===== config.mk =====
export PLATFORM = sky130hd
export DESIGN_NAME = character_reader_flat
export DESIGN_NICKNAME = d
export VERILOG_FILES = /design/src/rtl/character_reader_if.sv /design/src/rtl/character_reader.sv /design/src/flat_wrapper.sv
export SDC_FILE = /design/constraint.sdc
export NUM_CORES = 1
export LEC_CHECK = 0
export CORE_MARGIN = 2
export CORE_UTILIZATION = 57
export DETAILED_ROUTE_END_ITERATION = 16
export PLACE_DENSITY = 0.84
export SLEW_MARGIN = 20
export SYNTH_ARGS = -nofsm -noshare
export SYNTH_HDL_FRONTEND = slang
export SYNTH_SLANG_ARGS = --single-unit
export TNS_END_PERCENT = 100

===== constraint.sdc =====
create_clock -name clk -period 7.8 [get_ports clk]
set_input_delay 1.56 -clock clk [delete_from_list [all_inputs] [get_ports clk]]
set_output_delay 1.56 -clock clk [all_outputs]
set_load 0.02 [all_outputs]

===== src/rtl/character_reader_if.sv =====
// rtl/character_reader_if.sv - request, buffer-read and character-stream bundle for character_reader
interface character_reader_if;
  logic       request_ready;
  logic       request_valid;
  logic [4:0] request_row;
  logic [6:0] request_col;
  logic [7:0] request_count;
  logic       read_ready;
  logic       read_valid;
  logic [4:0] read_row;
  logic [6:0] read_col;
  logic       read_data_valid;
  logic [7:0] read_data;
  logic       character_ready;
  logic       character_valid;
  logic [7:0] character_byte;

  modport master (
    output request_ready,
    input  request_valid, request_row, request_col, request_count,
    input  read_ready,
    output read_valid, read_row, read_col,
    input  read_data_valid, read_data,
    input  character_ready,
    output character_valid, character_byte
  );

  modport slave (
    input  request_ready,
    output request_valid, request_row, request_col, request_count,
    output read_ready,
    input  read_valid, read_row, read_col,
    output read_data_valid, read_data,
    output character_ready,
    input  character_valid, character_byte
  );
endinterface


===== src/rtl/character_reader.sv =====
// rtl/character_reader.sv - credit-limited character buffer reader; CHARACTER_READER_NEWLINE_EN adds 0A after each end-of-row byte
module character_reader #(
  parameter int COLS  = 100,
  parameter int DEPTH = 4
) (
  input  logic                clk,
  input  logic                reset_low,
  character_reader_if.master  bus,
  output logic                busy
);

  localparam int PW = (DEPTH > 1) ? $clog2(DEPTH) : 1;
  localparam int CW = $clog2(DEPTH) + 1;
  localparam logic [CW:0] DEPTH_V = (CW+1)'(DEPTH);
  localparam logic [6:0]  LAST_COL = 7'(COLS - 1);

  typedef enum logic [1:0] {IDLE, READ, DRAIN} state_t;

  state_t          state;
  logic [4:0]      row;
  logic [6:0]      col;
  logic [7:0]      remaining;
  logic            read_valid_q;
  logic [CW-1:0]   outstanding;
  logic [CW-1:0]   fifo_count;
  logic [CW-1:0]   outstanding_next;
  logic [CW-1:0]   fifo_count_next;
  logic [PW-1:0]   wr_ptr;
  logic [PW-1:0]   rd_ptr;
  logic [7:0]      fifo_mem [DEPTH];

  logic read_fire;
  logic resp_ok;
  logic fifo_pop;
  logic char_valid;
  logic char_fire;
  logic at_row_end;
  logic credit_ok;
  logic nl_next;

`ifdef CHARACTER_READER_NEWLINE_EN
  // End-of-row tags travel with in-flight reads (ring) and then with FIFO entries.
  logic            tag_ring [DEPTH];
  logic            fifo_tag [DEPTH];
  logic [PW-1:0]   tag_wr;
  logic [PW-1:0]   tag_rd;
  logic            nl_pending;
`endif

  assign read_fire  = read_valid_q & bus.read_ready;
  assign resp_ok    = bus.read_data_valid & (outstanding != '0);
  assign at_row_end = (col == LAST_COL);
  assign char_fire  = char_valid & bus.character_ready;

`ifdef CHARACTER_READER_NEWLINE_EN
  assign char_valid = nl_pending | (fifo_count != '0);
  assign bus.character_byte = nl_pending ? 8'h0A :
                              ((fifo_count != '0) ? fifo_mem[rd_ptr] : 8'h00);
  assign fifo_pop   = char_fire & ~nl_pending;
  assign nl_next    = nl_pending ? ~char_fire : (fifo_pop & fifo_tag[rd_ptr]);
`else
  assign char_valid = (fifo_count != '0);
  assign bus.character_byte = (fifo_count != '0) ? fifo_mem[rd_ptr] : 8'h00;
  assign fifo_pop   = char_fire;
  assign nl_next    = 1'b0;
`endif

  assign outstanding_next = outstanding + CW'(read_fire) - CW'(resp_ok);
  assign fifo_count_next  = fifo_count + CW'(resp_ok) - CW'(fifo_pop);
  // Evaluated on post-edge occupancy; that sum can only grow through a
  // read handshake, so a raised read_valid never loses its credit.
  assign credit_ok = ({1'b0, outstanding_next} + {1'b0, fifo_count_next}) < DEPTH_V;

  assign bus.character_valid = char_valid;
  assign bus.request_ready   = (state == IDLE);
  assign bus.read_valid      = read_valid_q;
  assign bus.read_row        = row;
  assign bus.read_col        = col;
  assign busy                = (state != IDLE);

  // Control FSM, address walk, credit counters and FIFO pointers.
  always_ff @(posedge clk or negedge reset_low) begin
    if (!reset_low) begin
      state        <= IDLE;
      row          <= '0;
      col          <= '0;
      remaining    <= '0;
      read_valid_q <= 1'b0;
      outstanding  <= '0;
      fifo_count   <= '0;
      wr_ptr       <= '0;
      rd_ptr       <= '0;
`ifdef CHARACTER_READER_NEWLINE_EN
      tag_wr       <= '0;
      tag_rd       <= '0;
      nl_pending   <= 1'b0;
`endif
    end else begin
      outstanding <= outstanding_next;
      fifo_count  <= fifo_count_next;
      if (resp_ok)  wr_ptr <= wr_ptr + PW'(1);
      if (fifo_pop) rd_ptr <= rd_ptr + PW'(1);
`ifdef CHARACTER_READER_NEWLINE_EN
      if (read_fire) tag_wr <= tag_wr + PW'(1);
      if (resp_ok)   tag_rd <= tag_rd + PW'(1);
      nl_pending <= nl_next;
`endif
      case (state)
        IDLE: begin
          if (bus.request_valid) begin
            row       <= bus.request_row;
            col       <= bus.request_col;
            remaining <= bus.request_count;
            if (bus.request_count != 8'd0) begin
              state        <= READ;
              read_valid_q <= credit_ok;
            end else begin
              state <= DRAIN;
            end
          end
        end
        READ: begin
          if (read_fire) begin
            remaining <= remaining - 8'd1;
            if (at_row_end) begin
              col <= 7'd0;
              row <= row + 5'd1;
            end else begin
              col <= col + 7'd1;
            end
          end
          if (read_fire && remaining == 8'd1) begin
            state        <= DRAIN;
            read_valid_q <= 1'b0;
          end else begin
            read_valid_q <= credit_ok;
          end
        end
        DRAIN: begin
          if (outstanding_next == '0 && fifo_count_next == '0 && !nl_next)
            state <= IDLE;
        end
        default: state <= IDLE;
      endcase
    end
  end

  // FIFO storage (and in-flight tags) need no reset: count and pointers gate them.
  always_ff @(posedge clk) begin
    if (resp_ok) fifo_mem[wr_ptr] <= bus.read_data;
`ifdef CHARACTER_READER_NEWLINE_EN
    if (resp_ok)   fifo_tag[wr_ptr] <= tag_ring[tag_rd];
    if (read_fire) tag_ring[tag_wr] <= at_row_end;
`endif
  end

endmodule

===== src/flat_wrapper.sv =====
// flat-port wrapper written by rule: the top's interface ports become plain ports
module character_reader_flat 
#(
  parameter int COLS  = 100,
  parameter int DEPTH = 4
)
  (clk, reset_low, busy, bus_request_ready, bus_request_valid, bus_request_row, bus_request_col, bus_request_count, bus_read_ready, bus_read_valid, bus_read_row, bus_read_col, bus_read_data_valid, bus_read_data, bus_character_ready, bus_character_valid, bus_character_byte);
  character_reader_if bus_i ();
  input  logic clk;
  input  logic reset_low;
  output logic busy;
  output wire logic [$bits(bus_i.request_ready)-1:0] bus_request_ready;
  input wire logic [$bits(bus_i.request_valid)-1:0] bus_request_valid;
  input wire logic [$bits(bus_i.request_row)-1:0] bus_request_row;
  input wire logic [$bits(bus_i.request_col)-1:0] bus_request_col;
  input wire logic [$bits(bus_i.request_count)-1:0] bus_request_count;
  input wire logic [$bits(bus_i.read_ready)-1:0] bus_read_ready;
  output wire logic [$bits(bus_i.read_valid)-1:0] bus_read_valid;
  output wire logic [$bits(bus_i.read_row)-1:0] bus_read_row;
  output wire logic [$bits(bus_i.read_col)-1:0] bus_read_col;
  input wire logic [$bits(bus_i.read_data_valid)-1:0] bus_read_data_valid;
  input wire logic [$bits(bus_i.read_data)-1:0] bus_read_data;
  input wire logic [$bits(bus_i.character_ready)-1:0] bus_character_ready;
  output wire logic [$bits(bus_i.character_valid)-1:0] bus_character_valid;
  output wire logic [$bits(bus_i.character_byte)-1:0] bus_character_byte;
  assign bus_request_ready = bus_i.request_ready;
  assign bus_i.request_valid = bus_request_valid;
  assign bus_i.request_row = bus_request_row;
  assign bus_i.request_col = bus_request_col;
  assign bus_i.request_count = bus_request_count;
  assign bus_i.read_ready = bus_read_ready;
  assign bus_read_valid = bus_i.read_valid;
  assign bus_read_row = bus_i.read_row;
  assign bus_read_col = bus_i.read_col;
  assign bus_i.read_data_valid = bus_read_data_valid;
  assign bus_i.read_data = bus_read_data;
  assign bus_i.character_ready = bus_character_ready;
  assign bus_character_valid = bus_i.character_valid;
  assign bus_character_byte = bus_i.character_byte;
  character_reader #(.COLS(COLS), .DEPTH(DEPTH)) u_core (.clk(clk), .reset_low(reset_low), .bus(bus_i), .busy(busy));
endmodule

==> results.sh, run 1 <==
export IMPL_outcome="complete, no violations"
export IMPL_synth_nets=317
export IMPL_fin_nets=376
export IMPL_yosysMostFrequentCell="dfrtp_1"
export IMPL_cpMostUsedCell="ha_1"
export IMPL_start_kind="input port"
export IMPL_startpoint="bus_read_data_valid"
export IMPL_drtPass1Iterations=5
export IMPL_h_tree_depth=3
export IMPL_numCtsBuffers=9
export IMPL_power_switching_w=0.000591
export IMPL_core_mm2=0.00551
export IMPL_worst_path_buf_inv=2
export IMPL_grt_first_pass_wirelength_um=10800
export IMPL_finalCriticalPeriod_ns=4.38
export IMPL_clk_latency_ns=0.34
export IMPL_intPower_w=0.00100
export IMPL_synth_flop_cell="dfrtp_1"
export IMPL_cts_sinks=65
export IMPL_arrival_ns=4.64
export IMPL_ys_ff_latch=65
export IMPL_async_reset_ff_share_pct=50.8
export IMPL_critical_path_top_delay_family="adder cells"
export IMPL_rsz0062_at_grt="false"
export IMPL_routed_wl_um=6490
export IMPL_yosysSeqAreaShare_pct=54.9
export IMPL_antenna_found_initial=0
export IMPL_cp_end_kind="register"
export IMPL_setup_violations=0
export IMPL_p_sw_share_pct=37.2
export IMPL_cp_endpoint="u_core.bus.read_valid"
export IMPL_synth_top_cells_by_count="33 x dfrtp_1, 32 x edfxtp_1, 18 x inv_1"
export IMPL_slowest_stage="clkdlybuf4s50_1"
export IMPL_cts_resized_gates=0
export IMPL_grt_pass1_vias=2296
export IMPL_min_path_type="register to register"
export IMPL_cts_max_path_buffers=2
export IMPL_stdcell_count=403
export IMPL_netlist_top_cell_by_area="edfxtp_1"
export IMPL_path_class="input port to register"
export IMPL_initial_core_util_pct=59.1
export IMPL_drive_gt1_share_pct=9.37
export IMPL_dieHeight_um=79.5
export IMPL_slowest_delay_ns=0.46
export IMPL_ant_nets=0
export IMPL_cap_viol_max_count=0
export IMPL_vias=2346
export IMPL_synth_edff_count=32
export IMPL_fillers=375
export IMPL_r2r_end="u_core.bus.read_valid"
export IMPL_r2r_slack_ns=4.16
export IMPL_worst_pin_slew_ns=0.635
export IMPL_area_delta_synth_final_pct=25.3
export IMPL_reg2reg_depth=12
export IMPL_drt_iter0_markers=169
export IMPL_cts_root_buf="clkbuf_8"
export IMPL_leakagePower_nw=1.58
export IMPL_yosys_warnings=0
export IMPL_numPortBuffers=57
export IMPL_finalCritPeriodShare_pct=56.2
export IMPL_cp_cell_sequence="clkdlybuf4s50_1, o31a_1, ha_1, inv_1, ha_1, fa_1, xnor2_1, xnor2_1, ha_1, or3_1, a311o_1, o2bb2ai_1"
export IMPL_gr_total_overflow=0
export IMPL_pwr_share_seq_pct=36.8
export IMPL_cts_tree="built"
export IMPL_die_w_um=79.5
export IMPL_ir_drop_v=0.000231
export IMPL_slew_limit_headroom_pct=57.7
export IMPL_wire_per_inst_um=16.1
export IMPL_clock_skew_ns=0.00791
export IMPL_io_pins=58
export IMPL_cts_setup_buffers=0
export IMPL_place_gp_congestion=0.838
export IMPL_regToRegStartpoint="u_core.fifo_count[2]"
export IMPL_cts_clk_slew_worst_paths_ns=0.07
export IMPL_synthCells=267
export IMPL_viasPerCell=5.82
export IMPL_maxSlewViolCount=0
export IMPL_drc=0
export IMPL_antennaDiodeCount=0
export IMPL_finalHoldViolCount=0
export IMPL_path_max_fanout=9
export IMPL_synthTopCellsByArea="edfxtp_1 30%, dfrtp_1 25%, mux4_2 5.5%"
export IMPL_fmax_mhz=228
export IMPL_synth_distinct_cells=53
export IMPL_grtUsageTotal_pct=22.5
export IMPL_grt_start_max_net_pins=34
export IMPL_yosysTopAreaCellShare_pct=29.5
export IMPL_dp_cells=387
export IMPL_p_comb_share_pct=44.2
export IMPL_die_area_mm2=0.00633
export IMPL_avgSynthCellArea_um2=12.2
export IMPL_worst_path_stages=12
export IMPL_hpwl_um=4530
export IMPL_power_density_mw_per_mm2=390
export IMPL_fin_tns_setup_ns=0
export IMPL_power_share_clock_pct=19.0
export IMPL_postCtsHoldBufs=0
export IMPL_cp_required_ns=8.06
export IMPL_netlist_area_mm2=0.00325
export IMPL_rows=27
-- routing by layer --
metal / GRT usage (%) / share of wire [%] / vias up / wire, um
li1: - / - / 1115 / -
met2: 35.4 / 49 / 72 / 3170
met3: 3.39 / 5.2 / 12 / 335
met5: 0 / 0 / - / 0
met1: 31.3 / 44 / 1147 / 2870
met4: 9.66 / 1.7 / 0 / 111
-- kinds of logic after synthesis --
| family | after synthesis | synth area share (%) |
|---|---|---|
| and+or+nand+nor | 71 | 11.2 |
| muxes | 11 | 6.46 |
| buffers and inverters | 30 | 4.31 |
| AOI/OAI and AO/OA | 67 | 14.6 |
| DFF | 65 | 54.9 |
| adders and majority gates | 16 | 6.62 |
| xor gates and xnor gates | 7 | 1.88 |
-- how the worst min path moves through the flow --
stage	cells past startpoint	slack [ns]	to	start
after CTS	1	0.53	u_core.remaining[7]	u_core.remaining[7]
after global placement	1	0.49	u_core.remaining[7]	u_core.remaining[7]
after floorplan	1	0.47	u_core.remaining[7]	u_core.remaining[7]
after detailed placement	1	0.51	u_core.bus.read_valid	u_core.bus.read_valid
after global routing	1	0.53	u_core.remaining[7]	u_core.remaining[7]
final	1	0.51	u_core.bus.read_valid	u_core.bus.read_valid
-- flip-flops by register name, summed over array words and instances, names as in the netlist --
signal,cells
u_core.state,2
u_core.fifo_count,3
u_core.bus.read_valid,1
u_core.bus.read_col,7
u_core.wr_ptr,2
u_core.outstanding,3
u_core.fifo_mem,32
u_core.remaining,8
u_core.bus.read_row,5
u_core.rd_ptr,2
-- power groups by stage --
stage / logic, W / clock network (W) / registers [W]
floorplan: 0.000464 / 0 / 0.000581
global placement: 0.000675 / 0 / 0.000587
detailed placement: 0.000703 / 0 / 0.000591
CTS: 0.000710 / 0.000305 / 0.000585
global route: 0.000788 / 0.000319 / 0.000604
finish: 0.000704 / 0.000302 / 0.000586
-- layout by cell type, fill, tap and decap left out, types with 2 or more instances in the layout --
cell and count:
nand3_1 4, a21oi_1 12, edfxtp_1 32, mux4_2 8, o21ai_1 4, o2bb2ai_1 2, o21ai_0 14, xnor2_1 5
or3_1 2, nor3_1 6, o22ai_1 4, a32oi_1 2, a31oi_1 5, and2_1 14, dfrtp_1 33, inv_1 18
clkbuf_8 9, and3_1 3, o31a_1 3, clkinvlp_4 2, buf_4 3, a211oi_1 2, xor2_1 2, nor4_1 2
ha_1 14, bufinv_16 2, mux2i_1 3, clkdlybuf4s50_1 57, nand2_1 15, a22oi_1 4, fa_1 2, nor2b_1 2
nor2_1 17
-- stage by stage --
stage	setup WS, ns	utilization, %	area [um^2]	total power (W)	hold WS (ns)
after floorplan	3.73	-	3250	0.00105	0.467
after global placement	3.18	70.2	3860	0.00126	0.492
after detailed placement	3.07	70.2	3860	0.00129	0.506
after CTS	3.43	74.0	4080	0.00160	0.525
after global routing	3.18	74.0	4080	0.00171	0.527
final	3.42	74.0	4080	0.00159	0.511
-- cell type report --
type                       instances  area (um^2)  share of cell area, %
inverter                          18         67.6                   1.66
clock inverter                     6         83.8                   2.06
sequential                        65         1790                   43.8
tap                               72         90.1                   2.21
clock buffer                      10          128                   3.13
timing repair buffer              60          593                   14.6
multi-input combinational        172         1330                   32.5
No activity file was read; power rests on OpenSTA's default activity.
==> run 2: changes to the inputs <==
--- a/config.mk
+++ b/config.mk
@@ -6,9 +6,9 @@
 export NUM_CORES = 1
 export LEC_CHECK = 0
 export CORE_MARGIN = 2
-export CORE_UTILIZATION = 57
+export CORE_UTILIZATION = 47
 export DETAILED_ROUTE_END_ITERATION = 16
-export PLACE_DENSITY = 0.84
+export PLACE_DENSITY = 0.73
 export SLEW_MARGIN = 20
 export SYNTH_ARGS = -nofsm -noshare
 export SYNTH_HDL_FRONTEND = slang
==> constraint.sdc (replaced) <==
create_clock -name clk -period 4 [get_ports clk]
set_input_delay 0.8 -clock clk [delete_from_list [all_inputs] [get_ports clk]]
set_output_delay 0.8 -clock clk [all_outputs]
set_load 0.02 [all_outputs]
==> run 2 against run 1 <==
Effect of this change: sequential power is 95% higher; clock skew is 0.00085 ns higher; cell count rose by 2.2%; flip-flop and latch count is the same; combinational power rose by 93%; sequential share of layout area decreased by 0.12 points; setup slack lost 3.1 ns; routed wire length is 0.74% higher; register-to-register slack worse by 3.8 ns.
==> results.sh, run 2 (synthesis gave the netlist of run 1 again) <==
export IMPL_drtPass1Iterations=4
export IMPL_outcome="complete, no violations"
export IMPL_io_pins=58
export IMPL_antenna_found_initial=0
export IMPL_fillers=547
export IMPL_dp_cells=396
export IMPL_numPortBuffers=57
export IMPL_holdWs_ns=0.503
export IMPL_arrival_ns=3.91
export IMPL_cp_end_kind="register"
export IMPL_grt_first_pass_wirelength_um=10900
export IMPL_vias=2311
export IMPL_intPower_w=0.00190
export IMPL_grtUsageTotal_pct=18.9
export IMPL_power_switching_w=0.00118
export IMPL_critical_path_top_delay_family="simple AND/OR/NAND/NOR gates"
export IMPL_cp_cell_sequence="or3_1, and2_1, ha_1, inv_1, ha_1, fa_1, xor2_1, xnor2_1, ha_1, or3_1, a311o_1, o2bb2ai_1"
export IMPL_cp_required_ns=4.27
export IMPL_drc=0
export IMPL_cts_clk_slew_worst_paths_ns=0.08
export IMPL_wire_per_inst_um=15.9
export IMPL_antennaDiodeCount=0
export IMPL_path_class="register to register"
export IMPL_dieHeight_um=87.2
export IMPL_grt_start_max_net_pins=34
export IMPL_die_area_mm2=0.00760
export IMPL_power_share_clock_pct=18.8
export IMPL_worst_path_buf_inv=1
export IMPL_place_gp_congestion=0.834
export IMPL_cts_root_buf="clkbuf_8"
export IMPL_whs_path_depth=1
export IMPL_cpMostUsedCell="ha_1"
export IMPL_viasPerCell=5.61
export IMPL_h_tree_depth=3
export IMPL_maxSlewViolCount=0
export IMPL_stdcell_count=412
export IMPL_pwr_share_seq_pct=37.0
export IMPL_routed_wl_um=6530
export IMPL_fmax_mhz=275
export IMPL_clk_latency_ns=0.34
export IMPL_numCtsBuffers=9
export IMPL_fin_tns_setup_ns=0
export IMPL_largest_register_ffs=32
export IMPL_largest_register="u_core.fifo_mem"
export IMPL_gr_total_overflow=0
export IMPL_finalHoldViolCount=0
export IMPL_drive_gt1_share_pct=10.2
export IMPL_postLayoutCoreUtil_pct=60.5
export IMPL_postCtsHoldBufs=0
export IMPL_finalCriticalPeriod_ns=3.64
export IMPL_cts_sinks=65
export IMPL_rows=30
export IMPL_dp_slack_ns=0.158
export IMPL_core_mm2=0.00676
export IMPL_slowest_delay_ns=0.50
export IMPL_power_density_mw_per_mm2=753
export IMPL_slowest_stage="or3_1"
export IMPL_final_common_cell="clkdlybuf4s50_1"
export IMPL_clock_skew_ns=0.00876
export IMPL_ant_nets=0
export IMPL_fin_ws_ns=0.360
export IMPL_finalCritPeriodShare_pct=91.0
export IMPL_die_w_um=87.2
export IMPL_most_common_layout_cells="57 x clkdlybuf4s50_1, 33 x dfrtp_1, 32 x edfxtp_1"
export IMPL_reg2reg_depth=12
export IMPL_cts_setup_buffers=0
export IMPL_rsz0062_at_grt="false"
export IMPL_p_sw_share_pct=38.3
export IMPL_slew_limit_headroom_pct=46.2
export IMPL_hpwl_um=4600
export IMPL_cts_max_path_buffers=2
export IMPL_leakagePower_nw=1.58
export IMPL_ir_drop_v=0.000301
export IMPL_grt_pass1_vias=2237
export IMPL_path_max_fanout=10
export IMPL_drt_iter0_markers=135
export IMPL_setup_violations=0
export IMPL_cap_viol_max_count=0
export IMPL_area_delta_synth_final_pct=25.6
export IMPL_cts_tree="built"
export IMPL_p_comb_share_pct=44.2
export IMPL_min_path_type="register to register"
export IMPL_initial_core_util_pct=48.1
export IMPL_fin_nets=377
export IMPL_worst_pin_slew_ns=0.807
export IMPL_start_kind="register"
export IMPL_worst_path_stages=12
export IMPL_cts_resized_gates=0
-- run 2: changes by cell type in the layout (fill, tap and decap cells not counted) --
cell and change:
bufinv_16 -1, clkinv_1 -1, clkinvlp_4 -1, buf_4 +1, inv_6 +5, clkbuf_1 -1
clkinv_2 -1
-- run 2: power groups by stage --
| stage | registers (W) | logic (W) | clock network [W] |
|---|---|---|---|
| final | 0.00114 | 0.00136 | 0.000578 |
| after global routing | 0.00118 | 0.00150 | 0.000630 |
| after CTS | 0.00114 | 0.00138 | 0.000595 |
| after detailed placement | 0.00115 | 0.00137 | 0 |
| after global placement | 0.00114 | 0.00133 | 0 |
| after floorplan | 0.00113 | 0.000906 | 0 |
-- run 2: worst reg2reg max path, stage by stage (launching register included) --
cell and delay [ns]:
dfrtp_1 0.41, or3_1 0.50, and2_1 0.25, ha_1 0.28
inv_1 0.04, ha_1 0.18, fa_1 0.37, xor2_1 0.16
xnor2_1 0.27, ha_1 0.28, or3_1 0.37, a311o_1 0.32
o2bb2ai_1 0.15
-- run 2: cell type report --
cell class | instances | area, um^2 | share of cell area, %
clock buffer | 9 | 124 | 3.03
clock inverter | 7 | 81.3 | 1.99
inverter | 18 | 67.6 | 1.65
multi-input combinational | 172 | 1330 | 32.5
sequential | 65 | 1790 | 43.7
tap | 80 | 100 | 2.45
timing repair buffer | 61 | 601 | 14.7
-- run 2: per-stage QoR --
stage	cell area, um^2	total power [W]
final	4090	0.00308
after global routing	4090	0.00331
after CTS	4090	0.00311
after detailed placement	3880	0.00252
after global placement	3880	0.00247
after floorplan	3250	0.00204
-- run 2: final timing paths --
path / from / slack (ns) / endpoint
worst max-delay path: u_core.fifo_count[1] / 0.36 / u_core.bus.read_valid
worst min-delay path: u_core.remaining[7] / 0.50 / u_core.remaining[7]
worst max register to register: u_core.fifo_count[1] / 0.36 / u_core.bus.read_valid
worst min register to register: u_core.remaining[7] / 0.50 / u_core.remaining[7]
max in group asynchronous: reset_low / 2.83 / u_core.remaining[7]
min in group asynchronous: reset_low / 0.86 / u_core.bus.read_col[3]
-- run 2: metal layers --
layer / part of all wire (%) / up-vias / GRT usage, %
met3: 4.1 / 9 / 3.41
met1: 45 / 1147 / 25.6
met2: 49 / 43 / 29.5
met5: 0 / - / 0
met4: 1.6 / 0 / 9.37
li1: - / 1112 / -
==> run 3: changes to the inputs <==
--- a/config.mk
+++ b/config.mk
@@ -5,6 +5,7 @@
 export SDC_FILE = /design/constraint.sdc
 export NUM_CORES = 1
 export LEC_CHECK = 0
+export ABC_CLOCK_PERIOD_IN_PS = 4000
 export CORE_MARGIN = 2
 export CORE_UTILIZATION = 47
 export DETAILED_ROUTE_END_ITERATION = 16
==> results of run 3 <==
The final DEF is identical to that of run 2; final timing and power are the same.
